File: config.mk
export PLATFORM = sky130hd
export DESIGN_NAME = vmx_dma_sequencer
export DESIGN_NICKNAME = d
export VERILOG_FILES = /design/src/rtl/vmx_dma_sequencer.sv
export SDC_FILE = /design/constraint.sdc
export NUM_CORES = 1
export LEC_CHECK = 0
export ABC_AREA = 1
export ABC_CLOCK_PERIOD_IN_PS = 5900
export BUFFER_PORTS_ARGS = -buffer_cell sky130_fd_sc_hd__buf_2
export CAP_MARGIN = 15
export CORE_ASPECT_RATIO = 0.9
export CORE_MARGIN = 3
export CORE_UTILIZATION = 25
export CTS_CLUSTER_DIAMETER = 150
export DETAILED_ROUTE_END_ITERATION = 12
export GPL_TIMING_DRIVEN = 1
export HOLD_SLACK_MARGIN = 0.06
export PLACE_DENSITY_LB_ADDON = 0.15
export SLEW_MARGIN = 20
export SYNTH_ARGS = -nofsm -noshare
export SYNTH_HDL_FRONTEND = slang
export SYNTH_SLANG_ARGS = --single-unit
File: constraint.sdc
create_clock -name ACLK -period 5.9 [get_ports ACLK]
set_clock_uncertainty 0.15 [all_clocks]
set_input_delay 0.59 -clock ACLK [delete_from_list [all_inputs] [get_ports ACLK]]
set_output_delay 0.59 -clock ACLK [all_outputs]
set_load 0.05 [all_outputs]
File: src/rtl/vmx_dma_sequencer.sv
// vmx_dma_sequencer: job-level controller for the M_AXI_DMA master.
// Splits a job of cfg_num_beats beats starting at cfg_base_addr into AXI INCR bursts.
// No burst is longer than MAX_BURST beats or crosses a 4 KB page. The DMA master gets
// one burst_init pulse per burst, and the sequencer waits for that burst's burst_done
// before issuing the next one.
//
// Ports:
//   ACLK, ARESET         clock and asynchronous active-high reset
//   cfg_start            one-cycle job start (accepted only when idle)
//   cfg_base_addr        job byte base address (low log2(BYTES) bits ignored)
//   cfg_num_beats        total beats in the job
//   cfg_abort            stop the job at the next burst boundary
//   busy                 job in progress
//   job_done             one-cycle pulse at job end
//   job_error            sticky burst error, cleared on an accepted start
//   job_aborted          sticky abort indication, cleared on an accepted start
//   bursts_done          bursts completed in the current or last job
//   burst_addr/burst_len start address and AXI LEN of the current burst
//   burst_init           one-cycle pulse to the DMA master INIT_AXI_TXN
//   burst_done           TXN_DONE pulse from the DMA master
//   burst_error          DMA master ERROR, sampled with burst_done
module vmx_dma_sequencer #(
  parameter int unsigned ADDR_WIDTH = 32,
  parameter int unsigned DATA_WIDTH = 32,
  parameter int unsigned MAX_BURST  = 16,
  parameter int unsigned LEN_WIDTH  = 16
) (
  input  logic                  ACLK,
  input  logic                  ARESET,
  input  logic                  cfg_start,
  input  logic [ADDR_WIDTH-1:0] cfg_base_addr,
  input  logic [LEN_WIDTH-1:0]  cfg_num_beats,
  input  logic                  cfg_abort,
  output logic                  busy,
  output logic                  job_done,
  output logic                  job_error,
  output logic                  job_aborted,
  output logic [LEN_WIDTH-1:0]  bursts_done,
  output logic [ADDR_WIDTH-1:0] burst_addr,
  output logic [7:0]            burst_len,
  output logic                  burst_init,
  input  logic                  burst_done,
  input  logic                  burst_error
);

  localparam int unsigned BYTES = DATA_WIDTH / 8;
  localparam int unsigned OFF   = $clog2(BYTES);
  // Wide enough for both the beat count and a full 4 KB page worth of beats.
  localparam int unsigned CW    = ((LEN_WIDTH > 13) ? LEN_WIDTH : 13) + 1;

  typedef enum logic [2:0] {StIdle, StCalc, StIssue, StWait, StDone} state_e;

  state_e                state_q, state_d;
  logic [ADDR_WIDTH-1:0] addr_q, addr_d;
  logic [LEN_WIDTH-1:0]  remaining_q, remaining_d;
  logic                  abort_q, abort_d;
  logic                  busy_q, busy_d;
  logic                  job_done_q, job_done_d;
  logic                  job_error_q, job_error_d;
  logic                  job_aborted_q, job_aborted_d;
  logic [LEN_WIDTH-1:0]  bursts_done_q, bursts_done_d;
  logic [ADDR_WIDTH-1:0] burst_addr_q, burst_addr_d;
  logic [7:0]            burst_len_q, burst_len_d;
  logic                  burst_init_q, burst_init_d;

  logic [12:0]          page_bytes;
  logic [CW-1:0]        page_beats, rem_ext, max_ext, beats_c;
  logic [8:0]           cur_beats;
  logic [LEN_WIDTH-1:0] rem_after;
  logic                 abort_now;

  // Beats left before the next 4 KB page; addr_q is beat-aligned so the shift is exact.
  assign page_bytes = 13'd4096 - {1'b0, addr_q[11:0]};
  assign page_beats = CW'(page_bytes >> OFF);
  assign rem_ext    = CW'(remaining_q);
  assign max_ext    = CW'(MAX_BURST);

  always_comb begin
    beats_c = rem_ext;
    if (max_ext < beats_c)    beats_c = max_ext;
    if (page_beats < beats_c) beats_c = page_beats;
  end

  // The burst in flight is described by burst_len_q, so no separate beat register.
  assign cur_beats = 9'(burst_len_q) + 9'd1;
  assign rem_after = remaining_q - LEN_WIDTH'(cur_beats);
  // An abort arriving together with burst_done still stops the job at that boundary.
  assign abort_now = abort_q | cfg_abort;

  always_comb begin
    state_d       = state_q;
    addr_d        = addr_q;
    remaining_d   = remaining_q;
    abort_d       = abort_q;
    job_error_d   = job_error_q;
    job_aborted_d = job_aborted_q;
    bursts_done_d = bursts_done_q;
    burst_addr_d  = burst_addr_q;
    burst_len_d   = burst_len_q;

    if (state_q != StIdle && cfg_abort) abort_d = 1'b1;

    unique case (state_q)
      StIdle: begin
        if (cfg_start) begin
          addr_d        = cfg_base_addr & ~ADDR_WIDTH'(BYTES - 1);
          remaining_d   = cfg_num_beats;
          job_error_d   = 1'b0;
          job_aborted_d = 1'b0;
          bursts_done_d = '0;
          abort_d       = 1'b0;
          state_d       = (cfg_num_beats == '0) ? StDone : StCalc;
        end
      end
      StCalc: begin
        burst_len_d  = 8'(beats_c - CW'(1));
        burst_addr_d = addr_q;
        if (abort_now) begin
          job_aborted_d = 1'b1;
          state_d       = StDone;
        end else begin
          state_d = StIssue;
        end
      end
      StIssue: state_d = StWait;
      StWait: begin
        if (burst_done) begin
          addr_d        = addr_q + (ADDR_WIDTH'(cur_beats) << OFF);
          remaining_d   = rem_after;
          bursts_done_d = bursts_done_q + LEN_WIDTH'(1);
          job_error_d   = job_error_q | burst_error;
          if (abort_now) job_aborted_d = 1'b1;
          if (burst_error || rem_after == '0 || abort_now) state_d = StDone;
          else                                             state_d = StCalc;
        end
      end
      StDone:  state_d = StIdle;
      default: state_d = StIdle;
    endcase

    // Outputs are registered off the next state so they line up with the state.
    busy_d       = (state_d != StIdle);
    job_done_d   = (state_d == StDone);
    burst_init_d = (state_d == StIssue);
  end

  always_ff @(posedge ACLK or posedge ARESET) begin
    if (ARESET) begin
      state_q       <= StIdle;
      addr_q        <= '0;
      remaining_q   <= '0;
      abort_q       <= 1'b0;
      busy_q        <= 1'b0;
      job_done_q    <= 1'b0;
      job_error_q   <= 1'b0;
      job_aborted_q <= 1'b0;
      bursts_done_q <= '0;
      burst_addr_q  <= '0;
      burst_len_q   <= '0;
      burst_init_q  <= 1'b0;
    end else begin
      state_q       <= state_d;
      addr_q        <= addr_d;
      remaining_q   <= remaining_d;
      abort_q       <= abort_d;
      busy_q        <= busy_d;
      job_done_q    <= job_done_d;
      job_error_q   <= job_error_d;
      job_aborted_q <= job_aborted_d;
      bursts_done_q <= bursts_done_d;
      burst_addr_q  <= burst_addr_d;
      burst_len_q   <= burst_len_d;
      burst_init_q  <= burst_init_d;
    end
  end

  assign busy        = busy_q;
  assign job_done    = job_done_q;
  assign job_error   = job_error_q;
  assign job_aborted = job_aborted_q;
  assign bursts_done = bursts_done_q;
  assign burst_addr  = burst_addr_q;
  assign burst_len   = burst_len_q;
  assign burst_init  = burst_init_q;

endmodule

# Word level (Yosys, flattened, before mapping)
# Index checks and enable logic that the tools add are counted.
dict set report classes {
  mux 26
  n_addsub 6
  n_reduce_logical 12
  n_eq_ne 7
  div_mod_pow 0
  n_mul 0
  n_bitwise 2
  shifts 0
  n_lt_le_gt_ge 2
}
# operator count
set ops {}
lappend ops {{$mux W16} 5}
lappend ops {{$mux W32} 2}
lappend ops {{$pmux W16 S2} 2}
lappend ops {{$pmux W32 S2} 1}
lappend ops {{$add A32 B11 Y32} 1}
lappend ops {{$logic_not A16 Y1} 2}
lappend ops {{$add A16 B1 Y16 const B} 1}
lappend ops {{$lt A11 B16 Y1} 1}
lappend ops {{$lt A5 B16 Y1 const A} 1}
lappend ops {{$sub A16 B9 Y16} 1}
lappend ops {{$mux W3} 5}
lappend ops {{$sub A13 B12 Y13 const A} 1}
lappend ops {{$pmux W3 S4} 1}
lappend ops {{$add A8 B1 Y9 const B} 1}
lappend ops {{$eq A3 B2 Y1 const B} 3}
lappend ops {{$reduce_bool A3 Y1} 3}
lappend ops {{$mux W8} 1}
lappend ops {{$sub A8 B1 Y8 const B} 1}
lappend ops {{$mux W1} 7}
lappend ops {{$reduce_and A3 Y1} 2}
lappend ops {{$ne A2 B2 Y1 const B} 2}
lappend ops {{$eq A3 B1 Y1 const B} 1}
lappend ops {{$eq A3 B3 Y1 const B} 1}
lappend ops {{$logic_not A3 Y1} 1}
lappend ops {{other kinds (6)} 8}
dict set report totals {
  rom_bits 0
  memories 0
  out_inout_bits 61
  inputBits 54
  ff_bits 113
  ramBits 0
  wordCells 67
  latch_bits 0
}

# Depth between registers and ports, before layout
dict set report depth {
  word_depth 9
  ltp_mapped 26
  ltp_nobuf 26
}

# Worst setup path before layout
# No wires, ideal clock.
dict set report synth_timing {
  kind {reg-to-reg}
  from {register burst_len_q[2] (netlist: burst_len[2])}
  to {register addr_q[28]}
  setup_slack_ns 2.615
  t_required_ns 5.624
  setup_time_ns 0.126
  arrival_ns 3.009
  stages_incl_launch_ff 20
  path_buffers 0
  synth_period_minus_slack_ns 3.285
  path_cell_list {dfrtp_1 nand3_1 nand3b_1 nor3_1 xor2_1 inv_1 ha_1 nand2_1 o21ai_2 a21oi_2 nor2_4 nand2_2 nor2_4 nand2_2 nor3_4 nand2_1 nand2_1 nand3_1 nand2_1 o21ai_1}
}
dict set report synth_between {
  elab_chain_len 4
}
# element line_no
set synth_rtl {}
lappend synth_rtl {{start, declared} 63} ;# logic [7:0] burst_len_q, burst_len_d;
lappend synth_rtl {{start signal, assigned} 172} ;# burst_len_q <= burst_len_d;
lappend synth_rtl {{$add A8 B1 Y9} 85} ;# assign cur_beats = 9'(burst_len_q) + 9'd1;
lappend synth_rtl {{$add A32 B11 Y32} 128} ;# addr_d = addr_q + (ADDR_WIDTH'(cur_beats) << OFF);
lappend synth_rtl {{$mux W32} 127} ;# if (burst_done) begin
lappend synth_rtl {{$pmux W32 S2} 103} ;# unique case (state_q)
lappend synth_rtl {{end signal, assigned} 163} ;# addr_q <= addr_d;
lappend synth_rtl {{end, declared} 54} ;# logic [ADDR_WIDTH-1:0] addr_q, addr_d;
# Every way passes these cells. The select of a mux whose other input is x is not followed.
# A chain may end at the register's enable or synchronous reset.

# Worst setup path in the final report
dict set report layout_timing {
  from {register addr_q[3]}
  to {register burst_len_q[6] (netlist: burst_len[6])}
}
dict set report layout_between {
  elab_chain_len 4
}
# element line_no
set layout_rtl {}
lappend layout_rtl {{$sub A13 B12 Y13 (*)} 73} ;# assign page_bytes = 13'd4096 - {1'b0, addr_q[11:0]};
lappend layout_rtl {{$lt A11 B16 Y1} 81} ;# if (page_beats < beats_c) beats_c = page_beats;
lappend layout_rtl {{$mux W8 (*)} 81}
lappend layout_rtl {{$sub A8 B1 Y8 (*)} 116} ;# burst_len_d = 8'(beats_c - CW'(1));
# Mark *: on every way between the ends. The rest lies on a longest branch, timed or not.

==> run metrics <==
Critical Path Start Type=register; Worst Setup EP=burst_len[6]$_DFFE_PP0N_; synth unique cells=44; Slowest-stage cell, CP=a221oi_1; worst slew pin tran=966.4 ps; CTS root buf=clkbuf_16; Synth Register Bits=109; Worst Reg-to-Reg Cells=20; nets@finish=1126; die width=181.5 um; R2R Setup Slk=2100 ps; Sum Neg Setup Slack=0 ps; H-tree levels=3; max frequency=263.3 MHz; CORE AREA=27170 sq um; clock buffer depth=2; run status=complete, no violations; initial antenna violation count=2; hold slack=236.0 ps; WL/cell=14.71 um; worst path required time=6010 ps; Post-CTS Hold Buffers=0; Post-Synthesis Cells=935; sequential fraction of the synthesis area=0.3936; Initial Util=0.2551; post-route ant nets=0; Resize count post-CTS=0; VDD IR max=0.2266 mV; crit share post-route=0.6438; Mapped Area=6930 sq um; die area=29760 sq um; crit-path cells=nor3_1 -> nand2_1 -> nor2_1 -> nand2_1 -> xor2_1 -> inv_1 -> ha_1 -> nand2_1 -> inv_1 -> a221oi_1 -> nand2_2 -> nand2_1 -> nand2_2 -> ha_1 -> nand2_2 -> nor2_2 -> nand2_1 -> nand2_1 -> nand3_1 -> nand2_1; input/output buffers=110; Clock Sinks=109; Vias=6242; area delta synth->final=17.76%; fraction of layout instances using a drive strength above 1=0.1593; Final min period=3799 ps; vias per cell=4.471; EDFF count, synth=0; LEAKAGE=4.093 nW; Worst path max stage delay=710 ps; Crit path arrival time=3900 ps; die height=164.0 um; Tot GR Track Use=0.1403; routability cong.=0.7982; Mean Syn Cell Area=7.412 sq um; critical path class=register to register; grt ovf=0; Inserted Diodes=0; dpl hpwl=15550 um; total CTS buffers=9; asr flop ratio synth=1.000; Slew Limit Fails=0; CTS tree=yes; total of max-cap violations=0; Detailed Route WL=20540 um; Starting DRT DRC Count=298; # IOs=115; final number of setup-violating endpoints=0; CP Launch Point=addr_q[3]$_DFFE_PP0P_; Max-slew headroom=0.3518; Fillers=3001; first-pass GRT wire length=33180 um; RSZ-0062 raised after global routing=no; Final Util=0.3004; PwrDens=624.0 nW/um^2; largest net degree at the start of global routing=68; reg2reg end=burst_len[6]$_DFFE_PP0N_; row count=57; ys flop type=dfrtp_1; Worst-Skew Late Latency=370 ps; clk slew on worst S/H paths=80 ps; final hold violations=0; drt first pass iters=5; vias in the first global route=6247; Crit Path Max Fanout=6; drt drc=0; worst hold path type=primary input to asynchronous set/reset pin; Worst path most repeated cell=nand2_1; YS warnings=0; r2r startpoint=addr_q[3]$_DFFE_PP0P_; post-CTS setup buffers=0; CP endpoint kind=register
layout make-up:
| class | count | area (sq um) | area share |
|---|---|---|---|
| multi-input combinational | 669 | 3607 | 0.4420 |
| sequential | 109 | 2728 | 0.3342 |
| timing repair buffer | 115 | 588.1 | 0.07205 |
| inverter | 133 | 501.7 | 0.06147 |
| tap | 354 | 442.9 | 0.05427 |
| clock buffer | 10 | 229.0 | 0.02805 |
| clock inverter | 6 | 65.06 | 0.007972 |
how the worst min path moves through the flow:
stage / start / end / slack (ps) / depth (start not counted)
2_1_floorplan: remaining_q[8]$_DFFE_PP0P_ / remaining_q[8]$_DFFE_PP0P_ / 330 / 2
3_3_place_gp: bursts_done[15]$_DFFE_PP0P_ / bursts_done[15]$_DFFE_PP0P_ / 300 / 1
3_5_place_dp: bursts_done[15]$_DFFE_PP0P_ / bursts_done[15]$_DFFE_PP0P_ / 310 / 1
4_1_cts: cfg_start / abort_q$_DFF_PP0_ / 240 / 2
5_1_grt: cfg_start / abort_q$_DFF_PP0_ / 270 / 2
6_report: ARESET / burst_addr[10]$_DFFE_PP0N_ / 240 / 2
where the power goes:
group,leakage (nW),internal (mW),switching [mW]
Clock,0.144,0.301,0.334
Combinational,2.58,0.964,2.16
Sequential,1.37,1.07,0.265
layer usage:
| metal | share of wire | routed length [um] | up-vias | track usage |
|---|---|---|---|---|
| li1 | - | - | 3267 | - |
| met1 | 0.52 | 10580 | 2863 | 0.1966 |
| met4 | 0.0089 | 182 | 4 | 0.02458 |
| met5 | 0.0013 | 27 | - | 0 |
| met3 | 0.041 | 835 | 17 | 0.03654 |
| met2 | 0.43 | 8916 | 91 | 0.2217 |
registers in the layout, summed over array words and instances (netlist names):
| name | flops |
|---|---|
| job_done | 1 |
| busy | 1 |
| addr_q | 30 |
| abort_q | 1 |
| job_error | 1 |
| bursts_done | 16 |
| state_q | 3 |
| burst_init | 1 |
| remaining_q | 16 |
| burst_len | 8 |
| job_aborted | 1 |
| burst_addr | 30 |
worst max-delay path, delay by kind of cell (launching register included):
family / cells / cell delay (ps)
and+or+nand+nor: 14 / 1710
AOI/OAI and AO/OA: 1 / 710
DFF: 1 / 460
adders and majority gates: 2 / 430
xor gates and xnor gates: 1 / 140
buffers and inverters: 2 / 100
layout by cell type, fill, tap and decap left out, drive strengths merged, types with 3 or more instances in the layout:
cell / count
nor2: 87
xnor2: 4
nand3: 52
clkinv: 4
o21ai: 94
inv: 135
nor3: 14
clkbuf: 10
nand4: 8
buf: 115
nand3b: 3
nor4: 12
xor2: 27
o221ai: 3
ha: 33
nand2: 220
o21bai: 3
dfrtp: 109
conb: 8
a21oi: 43
or2: 4
o22ai: 20
o211ai: 14
a31oi: 8
metrics by stage:
step                      worst slack, ps  std cells  power (mW)  instance area, sq um
after floorplan                      2286        941       3.736                  6953
after global placement               2014       1380       4.507                  7868
after detailed placement             2069       1380       4.519                  7868
after CTS                            2043       1396       5.187                  8162
after global routing                 1555       1396       5.617                  8162
final                                2101       1396       5.093                  8162
synth_stat cells (3+ instances only):
cell type	number	area share
a21oi_1	40	0.029
a21oi_2	3	0.0038
a31oi_1	8	0.0072
buf_2	5	0.0036
clkbuf_1	21	0.011
dfrtp_1	109	0.39
ha_1	33	0.060
inv_1	129	0.070
inv_2	3	0.0016
nand2_1	210	0.11
nand2_2	10	0.0090
nand3_1	52	0.038
nand3b_1	3	0.0032
nand4_1	8	0.0072
nor2_1	77	0.042
nor2_2	7	0.0063
nor2_4	3	0.0049
nor3_1	13	0.0094
nor4_1	12	0.011
o211ai_1	14	0.015
o21ai_0	89	0.064
o21ai_2	3	0.0038
o21bai_1	3	0.0032
o221ai_1	3	0.0038
o22ai_1	20	0.018
or2_2	3	0.0027
xnor2_1	4	0.0051
xor2_1	27	0.034
cell families (layout without fill, tap and decap cells):
logic type / after synthesis / count (layout) / share of synthesized area
fa+ha+maj: 35 / 35 / 0.06536
compound gates: 192 / 192 / 0.1576
xor+xnor: 31 / 31 / 0.03918
simple gates: 403 / 403 / 0.2529
flops: 109 / 109 / 0.3936
other cells: 2 / 8 / 0.001084
buf+inv: 163 / 264 / 0.09027
No activity file was read; power rests on OpenSTA's default activity.
